## config.mk

```make
export PLATFORM = sky130hd
export DESIGN_NAME = seq_pattern_tx
export DESIGN_NICKNAME = d
export VERILOG_FILES = /design/src/rtl/seq_tx_pkg.sv /design/src/rtl/piso_shift.sv /design/src/rtl/seq_pattern_tx.sv
export SDC_FILE = /design/constraint.sdc
export NUM_CORES = 1
export LEC_CHECK = 0
export CELL_PAD_IN_SITES_DETAIL_PLACEMENT = 0
export CELL_PAD_IN_SITES_GLOBAL_PLACEMENT = 2
export CORE_MARGIN = 2
export CORE_UTILIZATION = 36
export CTS_BUF_LIST = sky130_fd_sc_hd__clkbuf_8
export CTS_CLUSTER_SIZE = 30
export DETAILED_ROUTE_END_ITERATION = 8
export PLACE_DENSITY_LB_ADDON = 0.3
export SLEW_MARGIN = 15
export SYNTH_ARGS = -nofsm -noshare
export SYNTH_HDL_FRONTEND = slang
export SYNTH_HIERARCHICAL = 1
export SYNTH_SLANG_ARGS = --single-unit
```

## constraint.sdc

```tcl
create_clock -name clk -period 6.6 [get_ports clk]
set_input_delay 1.32 -clock clk [delete_from_list [all_inputs] [get_ports clk]]
set_output_delay 1.32 -clock clk [all_outputs]
set_load 0.005 [all_outputs]
```

## src/rtl/seq_tx_pkg.sv

```systemverilog
// Shared types and constants for the serial pattern transmitter.
// Holds the FSM state encoding, the default pattern and index-width helpers.
package seq_tx_pkg;

  typedef enum logic [1:0] {
    StIdle,
    StSend,
    StGap,
    StDone
  } state_e;

  localparam int unsigned PatWDefault = 4;
  localparam logic [PatWDefault-1:0] DefPat = 4'b1010;
  localparam int unsigned IdxW = $clog2(PatWDefault);

  // Bit-index width for an arbitrary pattern width; never narrower than 1.
  function automatic int unsigned idx_width(input int unsigned w);
    return (w < 2) ? 1 : $clog2(w);
  endfunction

endpackage

```

## src/rtl/piso_shift.sv

```systemverilog
// Parallel-load, MSB-first shift register with load/shift enables.
// Exposes the current MSB and the bit that will become MSB on the next shift.
module piso_shift #(
  parameter int unsigned WIDTH = 4
) (
  input  logic             clk,
  input  logic             rst,
  input  logic             load,
  input  logic             shift,
  input  logic [WIDTH-1:0] din,
  output logic             msb,
  output logic             msb_next
);

  logic [WIDTH-1:0] shreg_q;
  logic [WIDTH-1:0] shreg_d;

  always_comb begin
    shreg_d = shreg_q;
    if (load) begin
      shreg_d = din;
    end else if (shift) begin
      shreg_d = {shreg_q[WIDTH-2:0], 1'b0};
    end
  end

  always_ff @(posedge clk) begin
    if (!rst) begin
      shreg_q <= '0;
    end else begin
      shreg_q <= shreg_d;
    end
  end

  assign msb      = shreg_q[WIDTH-1];
  assign msb_next = shreg_q[WIDTH-2];

endmodule

```

## src/rtl/seq_pattern_tx.sv

```systemverilog
// Serial pattern transmitter: emits a latched pattern MSB-first, repeated a
// programmed number of times with an optional idle gap between repetitions.
module seq_pattern_tx
  import seq_tx_pkg::*;
#(
  parameter int unsigned         PAT_W   = 4,
  parameter logic [PAT_W-1:0]    DEF_PAT = PAT_W'(DefPat),
  parameter int unsigned         CNT_W   = 8,
  parameter int unsigned         GAP_W   = 4
) (
  input  logic             clk,
  input  logic             rst,
  input  logic             start,
  input  logic             use_def,
  input  logic [PAT_W-1:0] pattern,
  input  logic [CNT_W-1:0] reps,
  input  logic [GAP_W-1:0] gap,
  input  logic             abort,
  output logic             ser_out,
  output logic             ser_valid,
  output logic             last_bit,
  output logic             busy,
  output logic             done
);

  localparam int unsigned IdxBits = idx_width(PAT_W);
  localparam logic [IdxBits-1:0] IdxMax = IdxBits'(PAT_W - 1);

  state_e             state_q, state_d;
  logic [IdxBits-1:0] idx_q, idx_d;
  logic [CNT_W-1:0]   reps_q, reps_d;
  logic [GAP_W-1:0]   gap_len_q, gap_len_d;
  logic [GAP_W-1:0]   gap_cnt_q, gap_cnt_d;
  logic [PAT_W-1:0]   pat_q, pat_d;

  logic             sh_load;
  logic             sh_shift;
  logic [PAT_W-1:0] sh_din;
  logic             sh_msb;
  logic             sh_msb_next;
  logic             msb_d;

  piso_shift #(
    .WIDTH (PAT_W)
  ) u_piso (
    .clk      (clk),
    .rst      (rst),
    .load     (sh_load),
    .shift    (sh_shift),
    .din      (sh_din),
    .msb      (sh_msb),
    .msb_next (sh_msb_next)
  );

  always_comb begin
    state_d   = state_q;
    idx_d     = idx_q;
    reps_d    = reps_q;
    gap_len_d = gap_len_q;
    gap_cnt_d = gap_cnt_q;
    pat_d     = pat_q;
    sh_load   = 1'b0;
    sh_shift  = 1'b0;
    sh_din    = pat_q;

    if (abort && (state_q != StIdle)) begin
      state_d   = StIdle;
      idx_d     = '0;
      reps_d    = '0;
      gap_cnt_d = '0;
    end else begin
      unique case (state_q)
        StIdle: begin
          // abort in the same cycle drops the request
          if (start && !abort && (reps != '0)) begin
            pat_d     = use_def ? DEF_PAT : pattern;
            reps_d    = reps;
            gap_len_d = gap;
            idx_d     = IdxMax;
            sh_load   = 1'b1;
            sh_din    = pat_d;
            state_d   = StSend;
          end
        end
        StSend: begin
          if (idx_q == '0) begin
            if (reps_q == CNT_W'(1)) begin
              reps_d  = '0;
              state_d = StDone;
            end else begin
              reps_d = reps_q - CNT_W'(1);
              if (gap_len_q == '0) begin
                sh_load = 1'b1;
                idx_d   = IdxMax;
              end else begin
                gap_cnt_d = gap_len_q;
                state_d   = StGap;
              end
            end
          end else begin
            sh_shift = 1'b1;
            idx_d    = idx_q - IdxBits'(1);
          end
        end
        StGap: begin
          if (gap_cnt_q == GAP_W'(1)) begin
            gap_cnt_d = '0;
            sh_load   = 1'b1;
            idx_d     = IdxMax;
            state_d   = StSend;
          end else begin
            gap_cnt_d = gap_cnt_q - GAP_W'(1);
          end
        end
        StDone: begin
          idx_d   = '0;
          state_d = StIdle;
        end
        default: state_d = StIdle;
      endcase
    end
  end

  // Value the shift register's MSB will hold after this edge.
  always_comb begin
    msb_d = sh_msb;
    if (sh_load) begin
      msb_d = sh_din[PAT_W-1];
    end else if (sh_shift) begin
      msb_d = sh_msb_next;
    end
  end

  always_ff @(posedge clk) begin
    if (!rst) begin
      state_q   <= StIdle;
      idx_q     <= '0;
      reps_q    <= '0;
      gap_len_q <= '0;
      gap_cnt_q <= '0;
      pat_q     <= '0;
      ser_out   <= 1'b0;
      ser_valid <= 1'b0;
      last_bit  <= 1'b0;
      busy      <= 1'b0;
      done      <= 1'b0;
    end else begin
      state_q   <= state_d;
      idx_q     <= idx_d;
      reps_q    <= reps_d;
      gap_len_q <= gap_len_d;
      gap_cnt_q <= gap_cnt_d;
      pat_q     <= pat_d;
      ser_out   <= (state_d == StSend) && msb_d;
      ser_valid <= (state_d == StSend);
      last_bit  <= (state_d == StSend) && (idx_d == '0);
      busy      <= (state_d != StIdle);
      done      <= (state_d == StDone);
    end
  end

endmodule
```

Yosys cells after proc, flatten, opt, wreduce, memory -nomap -nowiden --
Index checks and enable logic that the tools add are counted.
Storage, ports and cells: output and inout bits 5, input port bits 21, register bits 33, logic and storage cells 89
Operators by class: equality and inequality tests 11, reduce and logical (&&, ||, !) cells 20, add/sub/neg operators 3, multiplexer cells 41, bitwise logic cells 2
Operators with widths (count):
- 4-bit 2-to-1 mux | 10
- 2-bit 2-to-1 mux | 12
- 8-bit 2-to-1 mux | 3
- 2-bit one-hot mux with 4 select lines | 2
- 8-bit one-hot mux with 2 select lines | 1
- 1-bit 2-to-1 mux | 11
- 2-bit nonzero test | 5
- 8-bit by 1-bit == test with 1-bit output, second input constant | 1
- 2-bit inequality test, second input constant | 4
- 4-bit one-hot mux with 2 select lines | 1
- 8-bit nonzero test | 1
- 8-bit by 1-bit subtractor with 8-bit output, second input constant | 1
- 2-bit == test, second input constant | 3
- 2-bit logical NOT | 3
- 3-bit AND reduction | 2
- 1-bit logical AND | 5
- 2-bit by 1-bit == test with 1-bit output, second input constant | 2
- 4-bit by 1-bit == test with 1-bit output, second input constant | 1
- 4-bit logical NOT | 1
- 4-bit AND reduction | 1
- 4-bit by 1-bit subtractor with 4-bit output, second input constant | 1
- 1-bit one-hot mux with 3 select lines | 1
- 1-bit inverter | 2
- 2-bit OR reduction | 1
- other kinds (2) | 2

Longest topological paths before layout --
depth after elaboration 8, gate-level depth with buffers 8, gate-level depth less buffers 8

Hierarchy --
The synthesis kept the hierarchy.
By module, submodules not included:
- seq_pattern_tx | seq. area each 580.6 sq um, cells each 197, area an instance 1649.1 sq um, times used 1
- piso_shift | seq. area each 80.1 sq um, cells each 16, area an instance 186.4 sq um, times used 1

Worst setup path after synthesis --
OpenSTA, ideal clock, no wires.
path kind input to register, start point input reps[7], end point register u_piso.shreg_q[0], arrival 2942 ps, library setup time 70 ps, data required time 6530 ps, slack 3588 ps, cell stages on the path 6, buffers on the path 0, cells stage by stage nor4_1 -> a211oi_4 -> nor3_1 -> inv_1 -> or3b_1 -> a21boi_1
Between the ends: word-level cells in the longest chain between the ends 6, elaborated cells between the ends (all ways) 10, those cells by class mux: 7; reduce/logical: 3
RTL lines:
- from (decl) | RTL line seq_pattern_tx.sv:16 | input logic [CNT_W-1:0] reps,
- 8-bit nonzero test (*) | RTL line seq_pattern_tx.sv:75 | if (start && !abort && (reps != '0)) begin
- 1-bit logical AND (*) | RTL line seq_pattern_tx.sv:75
- 1-bit 2-to-1 mux (*) | RTL line seq_pattern_tx.sv:75
- 1-bit one-hot mux with 3 select lines (*) | RTL line seq_pattern_tx.sv:72 | unique case (state_q)
- 1-bit 2-to-1 mux (*) | RTL line seq_pattern_tx.sv:66 | if (abort && (state_q != StIdle)) begin
- net sh_load | RTL line seq_pattern_tx.sv:36 | logic sh_load;
- 4-bit 2-to-1 mux / 2-bit nonzero test (equally long branches)
- to (signal assigned) | RTL line piso_shift.sv:31 | shreg_q <= shreg_d;
- to (decl) | RTL line piso_shift.sv:15 | logic [WIDTH-1:0] shreg_q;
The timed path passes the listed nets; every way through them passes the cells marked *. A chain may end at the register's enable or synchronous reset.

Final worst setup path --
start point input abort, end point register u_piso.shreg_q[2]
Between the ends: word-level cells in the longest chain between the ends 7, elaborated cells between the ends (all ways) 13, those cells by class mux: 8; reduce/logical: 5
RTL lines:
- from (decl) | RTL line seq_pattern_tx.sv:18 | input logic abort,
- 1-bit logical NOT | RTL line seq_pattern_tx.sv:75
- 1-bit logical AND (2 in series) | RTL line seq_pattern_tx.sv:75
- 1-bit 2-to-1 mux | RTL line seq_pattern_tx.sv:75
- 1-bit one-hot mux with 3 select lines | RTL line seq_pattern_tx.sv:72
- 1-bit 2-to-1 mux (*) | RTL line seq_pattern_tx.sv:66
- net sh_load | RTL line seq_pattern_tx.sv:36
- 4-bit 2-to-1 mux / 2-bit nonzero test (equally long branches)
Marks and branches as above.

==> impl_metrics.ini <==
[outcome]
status = complete, no violations

[synthesis]
synth_top_flop_cell = dfxtp_1
synth_edf_count = 0
synth_nets = 238
yosys_warnings = 6
async_flop_share_pct = 0
ys_seq_area_share_pct = 35.99
synth-seq-cells = 33
synthCells = 213
syn_area_sq_um = 1836
ys_types = 56
syn_area_per_cell_sq_um = 8.617

[placement]
io_buffers = 25
hpwl_mm = 3.115
place_congestion = 0.7559

[timing]
tightest_slew_ns = 0.7925
final-hold-violation-count = 0
setup_viol = 0
fin_crit_ns = 3.598
report.final.slew_viol_count = 0
fin_worst_skew_ns = 0.006179
rsz0062_at_grt = false
whs_ns = 0.4758
fmax_mhz = 277.9
min_period_over_period_pct = 54.52
setup_tns_ns = 0
relSlewSlack_pct = 47.06

[pwr]
power_density_nw_per_um2 = 232.6
vdd_ir_drop_max_v = 0.0001038
fin_total_pwr_mw = 0.5126
p_leak_nw = 0.8047

[clocking]
cts_setup_buffers = 0
cts_resized = 0
cts_hold_buf = 0
worstSkewPairLatency_ns = 0.29
clock-root-buffer = clkbuf_8
clock-sinks = 33
cts_made_buffers = 5
clk_pin_slew_ns = 0.06
cts_tree = done
htreeDepth = 2
clk_path_buf_depth = 2

[global_routing]
track_usage_pct = 16.78
grt_max_degree = 18
overflow = 0
grt_pass1_vias = 1514
grt_pass1_wl_mm = 7.182
antenna_found_initial = 0

[critical_path]
rr_worst_depth = 7
r2r_end = u_piso/shreg_q[0]
timing.rr.start = reps_q[0]
cp.required_ns = 6.78
crit_type = in -> reg
worstPathArrival_ns = 3.78
r2r_slack_ns = 4.02
cp-end-kind = flop
start_kind = input pin
critPathMaxFanout = 17

[hold_path]
whs_endpoint = gap_cnt_q[1]
min_path_cells = 2
worstHoldStart = gap_cnt_q[1]
hold_class = reg -> reg

[finish]
antennaDiodeCount = 0
area_growth_pct = 20.04
drive_gt1_share_pct = 7.595
nets = 263
n_fill_cell = 488
utilization_pct = 45.74

[route]
wl_per_cell_um = 14.14
drc = 0
routed_via_density = 5.352
ant_nets = 0
drt-initial-drc-count = 139
firstDrtPassIters = 4
vias = 1627
routed_wirelength_mm = 4.300

[flow_run]
maxCapViolations = 0

[floorplan]
row_count = 25
io_pins = 26
fp.dieH_um = 75.41
start_util_pct = 38.10
dieArea_sq_um = 5686
core_sq_um = 4817
die_w_um = 75.41
==> placed cells by master, fill, tap and decap left out, types with 2 or more instances in the layout <==
| master | n |
|---|---|
| nand3_1 | 3 |
| nor2b_1 | 5 |
| a221oi_1 | 2 |
| o22ai_1 | 2 |
| nor3b_1 | 3 |
| nand3b_1 | 2 |
| o211a_1 | 3 |
| clkbuf_8 | 5 |
| or2b_1 | 3 |
| nand2b_1 | 5 |
| or2_2 | 2 |
| inv_1 | 13 |
| mux2i_1 | 7 |
| clkdlybuf4s50_1 | 25 |
| or4_1 | 2 |
| a21oi_1 | 12 |
| a211oi_1 | 6 |
| nor2_1 | 25 |
| nor4_1 | 3 |
| nand2_1 | 11 |
| ha_1 | 4 |
| o21ai_0 | 11 |
| a22oi_1 | 3 |
| and2_1 | 9 |
| a32o_1 | 2 |
| nor3_1 | 6 |
| mux2_2 | 3 |
| dfxtp_1 | 33 |
==> worst max path at each step <==
stage | from | endpoint
final | abort | u_piso/shreg_q[2]
after floorplan | reps[7] | u_piso/shreg_q[0]
after detailed placement | reps[1] | u_piso/shreg_q[0]
after global routing | reps[7] | u_piso/shreg_q[0]
after CTS | reps[1] | u_piso/shreg_q[0]
after global placement | reps[1] | u_piso/shreg_q[0]
==> report_power, final <==
group | internal [mW] | total (mW) | switching (mW)
Combinational | 0.0665 | 0.137 | 0.0704
Clock | 0.0693 | 0.141 | 0.0716
Sequential | 0.216 | 0.235 | 0.0192
Total | 0.351 | 0.513 | 0.161
==> critical path, cell delays in order <==
cell and delay, ns:
clkdlybuf4s50_1 0.59, or3_4 0.42, a211oi_4 0.67, nor3_1 0.20, inv_1 0.22, or2b_1 0.25
o211a_1 0.12
==> state kept, by name, indices dropped and copies added, names as in the netlist <==
name            count
reps_q              8
gap_cnt_q           4
gap_len_q           4
pat_q               4
u_piso/shreg_q      4
idx_q               2
state_q             2
busy                1
done                1
last_bit            1
ser_out             1
ser_valid           1
==> layout make-up <==
class	instances	area [sq um]	area share [%]
tap	67	83.83	3.805
clock inverter	1	5.005	0.2271
clock buffer	5	68.82	3.123
inverter	13	48.80	2.215
sequential	33	660.6	29.98
timing repair buffer	25	250.2	11.36
multi-input combinational	160	1086	49.29
==> kinds of logic after synthesis <==
group           Yosys count  share of synthesized area, %
mux                      10                         5.658
buf+inv                  20                         4.840
flops                    33                         35.99
xor+xnor                  1                        0.4773
compound gates           57                         22.63
simple gates             88                         27.67
fa+ha+maj                 4                         2.727
==> Yosys cell counts (4+ instances only) <==
| cell | count | area share [%] |
|---|---|---|
| a211oi_1 | 6 | 2.5 |
| mux2i_1 | 7 | 3.8 |
| dfxtp_1 | 33 | 36 |
| nor2_1 | 25 | 5.1 |
| o21ai_0 | 11 | 3.0 |
| nor2b_1 | 5 | 1.7 |
| ha_1 | 4 | 2.7 |
| and2_1 | 9 | 3.1 |
| inv_1 | 13 | 2.7 |
| nand2b_1 | 5 | 1.7 |
| a21oi_1 | 12 | 3.3 |
| nand2_1 | 11 | 2.2 |
| nor3_1 | 6 | 1.6 |
==> through the flow <==
stage	cell area, sq um	std cells	setup slack, ns
after floorplan	1836	213	3.588
after global placement	2130	298	2.729
after detailed placement	2130	298	2.696
after CTS	2203	304	2.974
after global routing	2203	304	2.712
final	2203	304	3.002
==> routing by layer <==
layer	share of wire, %	track usage, %	vias up	wire length, um
met5	0	0	-	0
met4	0.88	5.068	0	38
met3	3.9	4.762	4	168
met2	45	25.70	31	1917
met1	51	23.00	770	2176
li1	-	-	822	-
No activity file was read; power rests on OpenSTA's default activity.
